--- config.mk ---
export PLATFORM = sky130hd
export DESIGN_NAME = micro_seq
export DESIGN_NICKNAME = d
export VERILOG_FILES = /design/src/rtl/micro_seq_pkg.sv /design/src/rtl/micro_seq_phase_ring.sv /design/src/rtl/micro_seq.sv
export SDC_FILE = /design/constraint.sdc
export NUM_CORES = 1
export LEC_CHECK = 0
export ABC_AREA = 1
export CORE_ASPECT_RATIO = 0.5
export CORE_MARGIN = 4
export CORE_UTILIZATION = 38
export DETAILED_ROUTE_END_ITERATION = 16
export PLACE_DENSITY = 0.69
export RECOVER_POWER = 100
export SYNTH_ARGS = -nofsm -noshare
export SYNTH_HDL_FRONTEND = slang
export SYNTH_SLANG_ARGS = --single-unit
--- constraint.sdc ---
create_clock -name clk -period 1.5 [get_ports clk]
set_clock_uncertainty 0.15 [all_clocks]
set_input_delay 0.225 -clock clk [delete_from_list [all_inputs] [get_ports clk]]
set_output_delay 0.225 -clock clk [all_outputs]
set_load 0.05 [all_outputs]
--- src/rtl/micro_seq_pkg.sv ---
// Shared control-unit definitions: phase encoding, micro-address defaults,
// dispatch base and microword field positions used by the control store.
package micro_seq_pkg;

    localparam int UA_W_DEF     = 6;
    localparam int FETCH_UA_DEF = 0;

    typedef enum logic [2:0] {
        ST_IDLE = 3'd0,
        ST_T1   = 3'd1,
        ST_T2   = 3'd2,
        ST_T3   = 3'd3,
        ST_T4   = 3'd4
    } phase_t;

    // Microword bit positions, common to this sequencer and the control store.
    localparam int MW_HALT_BIT    = 0;
    localparam int MW_BR_OP_BIT   = 1;
    localparam int MW_NEXT_UA_LSB = 2;

    function automatic int dispatch_base(input int ua_w);
        return 1 << (ua_w - 1);
    endfunction

endpackage

--- src/rtl/micro_seq_phase_ring.sv ---
// IDLE/T1-T4 beat generator. All outputs are registered and decoded from the
// state being entered, so each C pulse is exactly one clock wide.
module micro_seq_phase_ring
    import micro_seq_pkg::*;
(
    input  logic clk,
    input  logic rst,
    input  logic start,
    input  logic stop,
    output logic C1,
    output logic C2,
    output logic C3,
    output logic C4,
    output logic running,
    output logic cyc_end
);

    phase_t state;

    always_ff @(posedge clk or negedge rst) begin
        if (!rst) begin
            state   <= ST_IDLE;
            C1      <= 1'b0;
            C2      <= 1'b0;
            C3      <= 1'b0;
            C4      <= 1'b0;
            running <= 1'b0;
            cyc_end <= 1'b0;
        end else begin
            C1      <= 1'b0;
            C2      <= 1'b0;
            C3      <= 1'b0;
            C4      <= 1'b0;
            cyc_end <= 1'b0;
            case (state)
                ST_IDLE: begin
                    if (start) begin
                        state   <= ST_T1;
                        C1      <= 1'b1;
                        running <= 1'b1;
                    end
                end
                ST_T1: begin
                    state <= ST_T2;
                    C2    <= 1'b1;
                end
                ST_T2: begin
                    state <= ST_T3;
                    C3    <= 1'b1;
                end
                ST_T3: begin
                    state   <= ST_T4;
                    C4      <= 1'b1;
                    cyc_end <= 1'b1;
                end
                ST_T4: begin
                    // T4 -> T1 is a single edge, so back-to-back cycles have no bubble.
                    if (stop) begin
                        state   <= ST_IDLE;
                        running <= 1'b0;
                    end else begin
                        state <= ST_T1;
                        C1    <= 1'b1;
                    end
                end
                default: begin
                    state   <= ST_IDLE;
                    running <= 1'b0;
                end
            endcase
        end
    end

endmodule

--- src/rtl/micro_seq.sv ---
// Microprogram sequencer: four-phase beat generation, uAR next-address
// selection (next-address field or opcode dispatch) and micro-cycle counter.
module micro_seq
    import micro_seq_pkg::*;
#(
    parameter int UA_W     = UA_W_DEF,
    parameter int FETCH_UA = FETCH_UA_DEF
) (
    input  logic            clk,
    input  logic            rst,
    input  logic            start,
    input  logic            step,
    input  logic            halt,
    input  logic            br_op,
    input  logic [UA_W-1:0] next_ua,
    input  logic [7:0]      opcode,
    output logic            C1,
    output logic            C2,
    output logic            C3,
    output logic            C4,
    output logic [UA_W-1:0] ua,
    output logic            running,
    output logic [15:0]     ucycles
);

    localparam logic [UA_W-1:0] DISP_BASE  = UA_W'(dispatch_base(UA_W));
    localparam logic [UA_W-1:0] RESET_UA   = UA_W'(FETCH_UA);

    logic            cyc_end;
    logic [UA_W-1:0] dispatch_ua;
    logic            unused_opcode_lo;

    // Only the high nibble selects the dispatch target; the low nibble is an operand.
    assign dispatch_ua      = DISP_BASE | {{(UA_W-4){1'b0}}, opcode[7:4]};
    assign unused_opcode_lo = ^opcode[3:0];

    micro_seq_phase_ring phase_ring (
        .clk     (clk),
        .rst     (rst),
        .start   (start),
        .stop    (halt | step),
        .C1      (C1),
        .C2      (C2),
        .C3      (C3),
        .C4      (C4),
        .running (running),
        .cyc_end (cyc_end)
    );

    always_ff @(posedge clk or negedge rst) begin
        if (!rst) begin
            ua      <= RESET_UA;
            ucycles <= 16'd0;
        end else if (cyc_end) begin
            ua      <= br_op ? dispatch_ua : next_ua;
            ucycles <= ucycles + 16'd1;
        end
    end

endmodule

# ---- After elaboration in Yosys (flattened, before gate mapping)
# Cells that the tools add are included.
dict set report word_totals {
  register_bits 30
  inputBits 20
}
dict set report classes {
  bitwise_logic 2
  muxes 13
  addsub 1
  n_reduce_logical 3
  eq_ne 6
}
# operator count
set ops {}
lappend ops {{16-bit by 1-bit adder with 16-bit output (second input constant)} 1}
lappend ops {{3-bit one-hot mux with 5 select lines} 1}
lappend ops {{1-bit two-way mux} 8}
lappend ops {{3-bit by 2-bit equality test with 1-bit output (second input constant)} 2}
lappend ops {{6-bit two-way mux} 1}
lappend ops {{3-bit by 1-bit equality test with 1-bit output (second input constant)} 1}
lappend ops {{3-bit equality test (second input constant)} 1}
lappend ops {{3-bit logical NOT} 1}
lappend ops {{3-bit two-way mux} 1}
lappend ops {{1-bit one-hot mux with 3 select lines} 1}
lappend ops {{3-bit AND reduction} 1}
lappend ops {{3-bit OR reduction} 1}
lappend ops {{2-bit by 1-bit != test with 1-bit output (second input constant)} 1}
lappend ops {{2-bit != test (second input constant)} 1}
lappend ops {{1-bit one-hot mux with 2 select lines} 1}
lappend ops {{1-bit NOT} 1}
lappend ops {{1-bit bitwise OR} 1}

# ---- Logic depth before layout (Yosys ltp)
# Gate-level depths: netlist of run 1.
dict set report logic_depth {
  depth_word 4
  ltp_mapped 8
  depth_no_buf 8
}

# ---- By module
# Synthesis of run 1 repeated with hierarchy kept, for this count alone.
dict set report hier_totals {
  hier_cells 168
  area_unflattened_um2 1426.4
}
# mod n_inst seq_area_each_um2 area_per_inst_um2 cells_per_inst
set by_module_without_submodules {}
lappend by_module_without_submodules {micro_seq 1 550.5 1099.8 134}
lappend by_module_without_submodules {micro_seq_phase_ring 1 200.2 326.6 34}

# ---- Worst setup path after synthesis of run 1
# OpenSTA, ideal clock, no wires.
dict set report synth_path {
  path_type {register to register}
  from {register ucycles[0]}
  to {register ucycles[14]}
  path_stages_with_launch 9
  setup_time_ns 0.119
  t_required_ns 1.231
  period_less_slack_ns 1.765
  t_arrival_ns 1.496
  n_path_buf 0
  path_slack_ns -0.265
  cell_sequence {dfrtp_1 > ha_1 > nand2_1 > nor2_4 > nand2_4 > nor2_4 > nand2_1 > nand2_1 > nand2_1}
}
dict set report synth_between {
  elab_chain_cells 1
}
# item line
set synth_rtl {}
lappend synth_rtl {{start, declared} micro_seq.sv:23} ;# output logic [15:0] ucycles
lappend synth_rtl {{start signal, assigned} micro_seq.sv:56} ;# ucycles <= ucycles + 16'd1;
lappend synth_rtl {{16-bit by 1-bit adder with 16-bit output} micro_seq.sv:56}
# No other way between the ends.
# A chain may end at the register's enable or synchronous reset.

# ---- Final worst setup path of run 1
dict set report layout_path {
  from {register ucycles[11]}
  to {output port ucycles[11]}
}
# No word-level cell between the ends.

==> results.txt, run 1 <==
----------------------------------------------------
[Detailed routing]
  Final wirelength ... 3.13 mm
  Total via count after detailed routing ... 1141
  Post-route ant nets ... 0
  First-pass iteration count of the detailed router ... 4
  DRC marker count from the first detailed-route iteration ... 37
  Post-DR wirelength/cell ... roughly 12 µm
  Number of vias per cell after detailed routing ... 4.44
  # DRC ... 0

[Timing]
  Max-Slew Margin vs Limit ... between 50% and 60%
  Period Utilization, post-route ... between 90 and 100%
  Total setup violations reported at the end of the flow ... 0
  Hold violation count in the final report ... 0
  Final critical-path required period ... 1.44 ns
  Worst Tran Pin Value ... slightly above 0.7 ns
  Peak Freq ... around 0.69 GHz
  Minimum hold slack ... 0.333 ns
  Unrepaired setup endpoints after global routing ... false
  Count of pins over their slew limit ... 0

[Logic synthesis]
  Library cells used by synthesis ... 21
  Sequential fraction of the synthesis area ... 53.9%
  Post-synth EDFFs ... 0
  Yosys warns ... 0
  Top cell type's share of synthesized area ... 53.9%
  Commonest register cell after synthesis ... sky130_fd_sc_hd__dfrtp_1
  Total standard cell area after synthesis ... roughly 1400 µm²
  Proportion of register bits with asynchronous set or reset after synthesis ... between 90% and 100%
  Cell types with the largest area share after synthesis ... sky130_fd_sc_hd__dfrtp_1 (54%), sky130_fd_sc_hd__nand2_1 (9.4%), sky130_fd_sc_hd__xor2_1 (5.0%)
  Post-synthesis sequential element count ... 30
  Post-synthesis area per instance ... 9.29 µm²
  Synthesized instance count ... 150
  Leading area contributor after synthesis ... sky130_fd_sc_hd__dfrtp_1
  Synthesized Nets ... between 150 and 200

[Die]
  Core area ... 3470 µm²
  DIE AREA ... ~4800 µm²
  Row count ... 15
  Height of the die ... 50.8 µm
  Width of the die ... 93.7 µm
  Initial Utilization ... 40.1%
  Number of placed I/O pins ... 47

[Hold path]
  Start point of the worst hold path ... ua[1]$_DFFE_PN0P_
  Hold Path Class ... flip-flop to flip-flop

[Critical path]
  Delay of the slowest cell on the worst path ... 0.46 ns
  Reg-to-Reg Start ... ucycles[1]$_DFFE_PN0P_
  First element of the critical path ... ucycles[11]$_DFFE_PN0P_
  Cell at the slowest stage of the critical path ... sky130_fd_sc_hd__dfrtp_1
  Buffers and inverters on the worst path ... 1
  Top fanout value on the critical path ... 6
  Cells traversed along the worst timing path ... buf_2
  WS Path Type ... flip-flop to output pin
  Kind of cell with the highest combined delay on the critical path ... flip-flops
  Endpoint kind of the worst setup timing path ... output pin
  Data required time at the worst endpoint ... 1.12 ns
  Crit path arrival time ... roughly 1.1 ns
  Startpoint type of the worst setup path ... flip-flop

[Global routing]
  Overflow left after global routing ... 0
  Global-route wire length before repair ... between 5 and 6 mm
  GRT Total Usage ... 14.5%
  Via count of the first global-routing pass ... between 1000 and 1500
  Pin count of the biggest net entering global routing ... 31
  Antenna violations before repair ... 0

[Place]
  IO Port Bufs ... 42
  Final weighted congestion in routability-driven placement ... 0.737
  Final HPWL DP ... 2.33 mm

[Job]
  Maximum capacitance violations ... 0

[Pwr]
  Power density over the cells ... approximately 1800 nW/µm²
  Worst VDD drop ... 0.882 mV
  Reported leakage power ... 0.997 nW

[Finish]
  Number of nets at the end of the flow ... between 200 and 250
  Layout Utilization ... 59.0%
  Commonest cells after routing, fill and taps aside ... sky130_fd_sc_hd__nand2_1 (36), sky130_fd_sc_hd__dfrtp_1 (27), sky130_fd_sc_hd__nor2_1 (19)
  Antenna Diode Count ... 0
  Share of cells above drive strength 1 ... around 28%
  Post-synthesis to final-layout area growth ... 46.9%
  Most common cell after layout, fill and taps aside ... sky130_fd_sc_hd__nand2_1
  Total area of multi-input combinational cells ... 586 µm²
  Sequential cell area ... 754 µm²
  Number of fillers in the final layout ... roughly 300

[CTS]
  Number of instances resized during post-cts repair ... 0
  # hold bufs at CTS ... 0
  Number of buffers created by CTS ... 5
  Root cell of the clock tree ... sky130_fd_sc_hd__clkbuf_8
  CTS tree ... built
  Clk Latency, worst-skew pair ... 0.28 ns
  Longest Clk Path Bufs ... 2
  Clock Pin Slew Worst Setup and Hold Paths ... about 0.06 ns
  H-tree depth reported by CTS ... 2
  Number of sinks driven by the clock tree ... 30
  Buffers inserted during post-CTS setup optimization ... 0

[Status]
  Result of the run ... finished clean

----------------------------------------------------
[per-layer routing]
| layer | up-vias | wire length [µm] | GRT usage (%) |
|---|---|---|---|
| met5 | - | 0 | 0 |
| met4 | 0 | 54 | 5.76 |
| met3 | 7 | 110 | 4.41 |
| met2 | 21 | 1560 | 26.2 |
| met1 | 537 | 1400 | 16.3 |
| li1 | 576 | - | - |
[cells by family (layout without fill, tap and decap cells)]
family,Yosys count,count (layout),share of synthesized area [%]
AOI/OAI and AO/OA,14,14,5.03
xor gates and xnor gates,12,12,7.54
adders and majority gates,1,1,0.898
DFF,30,30,53.9
buffers and inverters,14,70,4.49
and+or+nand+nor,79,79,28.2
[report_power, final]
group          total [mW]  switching, mW  internal (mW)
combinational        1.72           1.13          0.591
clock               0.669          0.300          0.369
sequential           1.26          0.211           1.05
total                3.65           1.64           2.01
[registers in the layout, summed over array words and instances (netlist names)]
signal	count
phase_ring.C1	1
phase_ring.C2	1
phase_ring.C3	1
phase_ring.C4	1
phase_ring.running	1
phase_ring.state	3
ua	6
ucycles	16
[synthesized netlist by cell type, drive strengths merged, types with 2 or more instances]
cell	count
nor2	26
nor3	2
dfrtp	30
inv	13
xor2	8
xnor2	4
o21ai	13
nand3	4
nand4	3
nand2	42
[path summary, 6_finish.rpt]
check,end,slack (ns),cells after the start
hold / removal,ua[1]$_DFFE_PN0P_,0.33,2
max in group asynchronous,ucycles[0]$_DFFE_PN0P_,0.32,2
setup / recovery,ucycles[11],0.06,1
min in group asynchronous,ucycles[12]$_DFFE_PN0P_,0.37,2
setup reg to reg,ucycles[14]$_DFFE_PN0P_,0.11,8
hold reg to reg,ua[1]$_DFFE_PN0P_,0.33,2
[layout make-up]
type | count | area share, %
flip-flops and latches | 30 | 36.9
multi-input cells | 106 | 28.6
repair buffers | 49 | 24.4
clock buffers | 7 | 4.22
well taps | 51 | 3.12
inverters | 13 | 2.51
clock inverters | 1 | 0.244
[per-stage QoR]
step	setup slack, ns	total power, mW	cell area (µm²)	setup TNS [ns]	std cells
CTS	0.00575	4.18	2300	0	254
global placement	0.0962	3.45	2210	0	246
finish	0.0580	3.65	2050	0	257
floorplan	-0.0434	2.36	1420	-0.0434	150
detailed placement	0.0686	3.50	2210	0	246
global route	0.0102	3.86	2050	0	257
Power figures use the tool's default switching activity.
==> run 2, diff against run 1 <==
- CORE_UTILIZATION: 38 -> 45
- GPL_ROUTABILITY_DRIVEN: default -> 0
- PLACE_DENSITY: 0.69 -> 0.79
==> run 2 against run 1 <==
Effect of this change: hold slack gained 0.043 ns; critical path depth is 1 higher; sequential cell count unchanged; global-route usage grew 3.2 points; clock power is 2% higher; cell count down 4.7%; routed wire length grew 9.9%; first-iteration DRC count up 14%; sequential share of layout area is 3.4 points lower; combinational power increased by 25%; power is 15% higher; critical path type unchanged; highest routed layer unchanged.
==> results.txt, run 2 (synthesized netlist as in run 1, its figures left out) <==
----------------------------------------------------
[Critical path]
  Endpoint kind of the worst setup timing path ... output pin
  Data required time at the worst endpoint ... 1.12 ns (about the same)
  Crit path arrival time ... 1.06 ns (about the same)
  Startpoint type of the worst setup path ... flip-flop
  WS Path Type ... flip-flop to output pin
  Top fanout value on the critical path ... 3 (-3)

[Detailed routing]
  Total via count after detailed routing ... 1212 (+6.2%)
  Final wirelength ... 3.44 mm (+9.9%)
  DRC marker count from the first detailed-route iteration ... 42 (+14%)
  Post-route ant nets ... 0 (unchanged)
  Post-DR wirelength/cell ... 14.0 µm (+15%)
  # DRC ... 0 (unchanged)
  First-pass iteration count of the detailed router ... 4 (unchanged)
  Number of vias per cell after detailed routing ... 4.95 (+11%)

[Timing]
  Fin Setup TNS ... 0 ns (unchanged)
  Count of pins over their slew limit ... 0 (unchanged)
  Max-Slew Margin vs Limit ... 50.7% (-0.94 points)
  Unrepaired setup endpoints after global routing ... false
  Total setup violations reported at the end of the flow ... 0 (unchanged)
  Period Utilization, post-route ... 95.8% (-0.35 points)
  Hold violation count in the final report ... 0 (unchanged)
  Worst Tran Pin Value ... 0.739 ns (+0.0141 ns)
  Setup WS post-layout ... 0.0631 ns (+0.00519 ns)
  Final critical-path required period ... 1.44 ns (-0.00519 ns)
  Peak Freq ... 0.696 GHz (+0.36%)

[Finish]
  Area of all placed cells without fillers ... 2290 µm² (+12%)
  Most common cell after layout, fill and taps aside ... sky130_fd_sc_hd__nand2_1
  Commonest cells after routing, fill and taps aside ... sky130_fd_sc_hd__nand2_1 (34), sky130_fd_sc_hd__buf_12 (26), sky130_fd_sc_hd__dfrtp_1 (18)
  Number of fillers in the final layout ... 156 (-49%)
  Total area of multi-input combinational cells ... 596 µm² (+1.7%)
  Number of nets at the end of the flow ... 228 (+0.88%)
  Antenna Diode Count ... 0 (unchanged)
  Biggest regs ... ucycles (16), ua (6), phase_ring.state (3)
  Register ranked first by flip-flop count ... ucycles
  Sequential cell area ... 766 µm² (+1.5%)
  Post-synthesis to final-layout area growth ... 64.1%
  Layout Utilization ... 82.7% (+24 points)
  Max reg flops ... 16 (unchanged)
  Share of cells above drive strength 1 ... 35.6% (+7.4 points)

[Pwr]
  Cell Int Power ... 2.43 mW (+21%)
  Register share of total power ... 32.5% (-2.1 points)
  Reported leakage power ... 1.06 nW (+6.3%)
  Power density over the cells ... 1840 nW/µm² (+2.8%)
  Sw Share ... 42.1% (-2.8 points)
  Sw power ... 1.77 mW (+7.8%)
  Combinational share of power ... 51.3% (+4.2 points)
  Clock power frac ... 16.3% (-2.0 points)
  Worst VDD drop ... 1.32 mV (+50%)

[Die]
  DIE AREA ... 4110 µm² (-14%)
  Number of placed I/O pins ... 47 (unchanged)
  Core area ... 2770 µm² (-20%)
  Width of the die ... 86.7 µm (-7.4%)
  Row count ... 13 (-2)
  Initial Utilization ... 50.4% (+10 points)
  Height of the die ... 47.4 µm (-6.8%)

[Global routing]
  Via count of the first global-routing pass ... 1130 (-4.0%)
  Antenna violations before repair ... 0 (unchanged)
  Overflow left after global routing ... 0 (unchanged)
  Global-route wire length before repair ... 5.18 mm (-1.4%)
  Pin count of the biggest net entering global routing ... 31 (unchanged)
  GRT Total Usage ... 17.8% (+3.2 points)

[Place]
  Instance area at placement ... 2180 µm² (-1.1%)
  Worst setup slack after placement ... 0.0194 ns (-0.0492 ns)
  IO Port Bufs ... 42 (unchanged)
  Final HPWL DP ... 2.38 mm (+2.2%)

[CTS]
  Root cell of the clock tree ... sky130_fd_sc_hd__clkbuf_8
  H-tree depth reported by CTS ... 2 (unchanged)
  Clk Latency, worst-skew pair ... 0.28 ns (about the same)
  Number of buffers created by CTS ... 5 (unchanged)
  CTS tree ... built
  Longest Clk Path Bufs ... 2 (unchanged)
  Clock Pin Slew Worst Setup and Hold Paths ... 0.07 ns (about the same)
  Number of instances resized during post-cts repair ... 0 (unchanged)
  # hold bufs at CTS ... 0 (unchanged)
  Number of sinks driven by the clock tree ... 30 (unchanged)

[Job]
  Maximum capacitance violations ... 0 (unchanged)

[Hold path]
  Hold Path Class ... flip-flop to flip-flop

[Status]
  Result of the run ... finished clean

----------------------------------------------------
run 2: cell count changes in the layout (fill, tap and decap cells not counted), sizes merged:
| cell | before | now |
|---|---|---|
| clkdlybuf4s50 | 14 | 13 |
| clkbuf | 27 | 10 |
| dlygate4sd3 | 1 | 2 |
| buf | 14 | 33 |
run 2: area by class of cell:
class,instances,share of cell area [%]
clock buffers,7,3.77
clock inverters,1,0.219
inverters,13,2.24
multi-input cells,106,26.0
flip-flops and latches,30,33.5
well taps,37,2.02
repair buffers,51,32.2
run 2: path summary, 6_finish.rpt:
path / start / to / slack (ns) / cells after the start
worst max-delay path: ucycles[0]$_DFFE_PN0P_ / ucycles[0] / 0.06 / 2
worst min-delay path: ucycles[6]$_DFFE_PN0P_ / ucycles[6]$_DFFE_PN0P_ / 0.38 / 1
worst max register to register: ucycles[1]$_DFFE_PN0P_ / ucycles[14]$_DFFE_PN0P_ / 0.10 / 8
worst min register to register: ucycles[6]$_DFFE_PN0P_ / ucycles[6]$_DFFE_PN0P_ / 0.38 / 1
max in group asynchronous: rst / ucycles[4]$_DFFE_PN0P_ / 0.26 / 2
min in group asynchronous: rst / ua[1]$_DFFE_PN0P_ / 0.42 / 2
run 2: critical path: stages, from the launching register on:
cell,delay [ns]
sky130_fd_sc_hd__dfrtp_2,0.43
sky130_fd_sc_hd__buf_4,0.16
sky130_fd_sc_hd__buf_4,0.18
run 2: per-layer routing:
layer	track usage, %	routed length [µm]	vias up	share of wire (%)
met4	12.4	44	0	1.3
li1	-	-	591	-
met3	4.38	165	4	4.8
met1	20.5	1420	585	41
met5	0	0	-	0
met2	30.5	1810	32	53
run 2: power by group through the flow:
stage	Clock (mW)	Sequential, mW	Combinational, mW
finish	0.683	1.36	2.15
global route	0.727	1.39	2.26
CTS	0.689	1.38	2.11
detailed placement	0	1.39	2.09
global placement	0	1.37	2.05
floorplan	0	1.93	0.430
run 2: repair_timing:
item                                   in CTS  in global routing
endpoints found under the hold margin       0                  0
buffers inserted                            0                  6
setup endpoints to repair                   0                  1
run 2: stage by stage:
| stage | power [mW] | hold slack [ns] | cells |
|---|---|---|---|
| floorplan | 2.36 | -0.221 | 150 |
| global placement | 3.42 | 0.340 | 231 |
| detailed placement | 3.48 | 0.355 | 231 |
| CTS | 4.18 | 0.150 | 239 |
| global route | 4.38 | 0.387 | 245 |
| finish | 4.20 | 0.376 | 245 |
==> run 3, diff against run 2 <==
- CAP_MARGIN: default -> 40
==> results of run 3 <==
The final DEF is identical to that of run 2; final timing and power are the same.
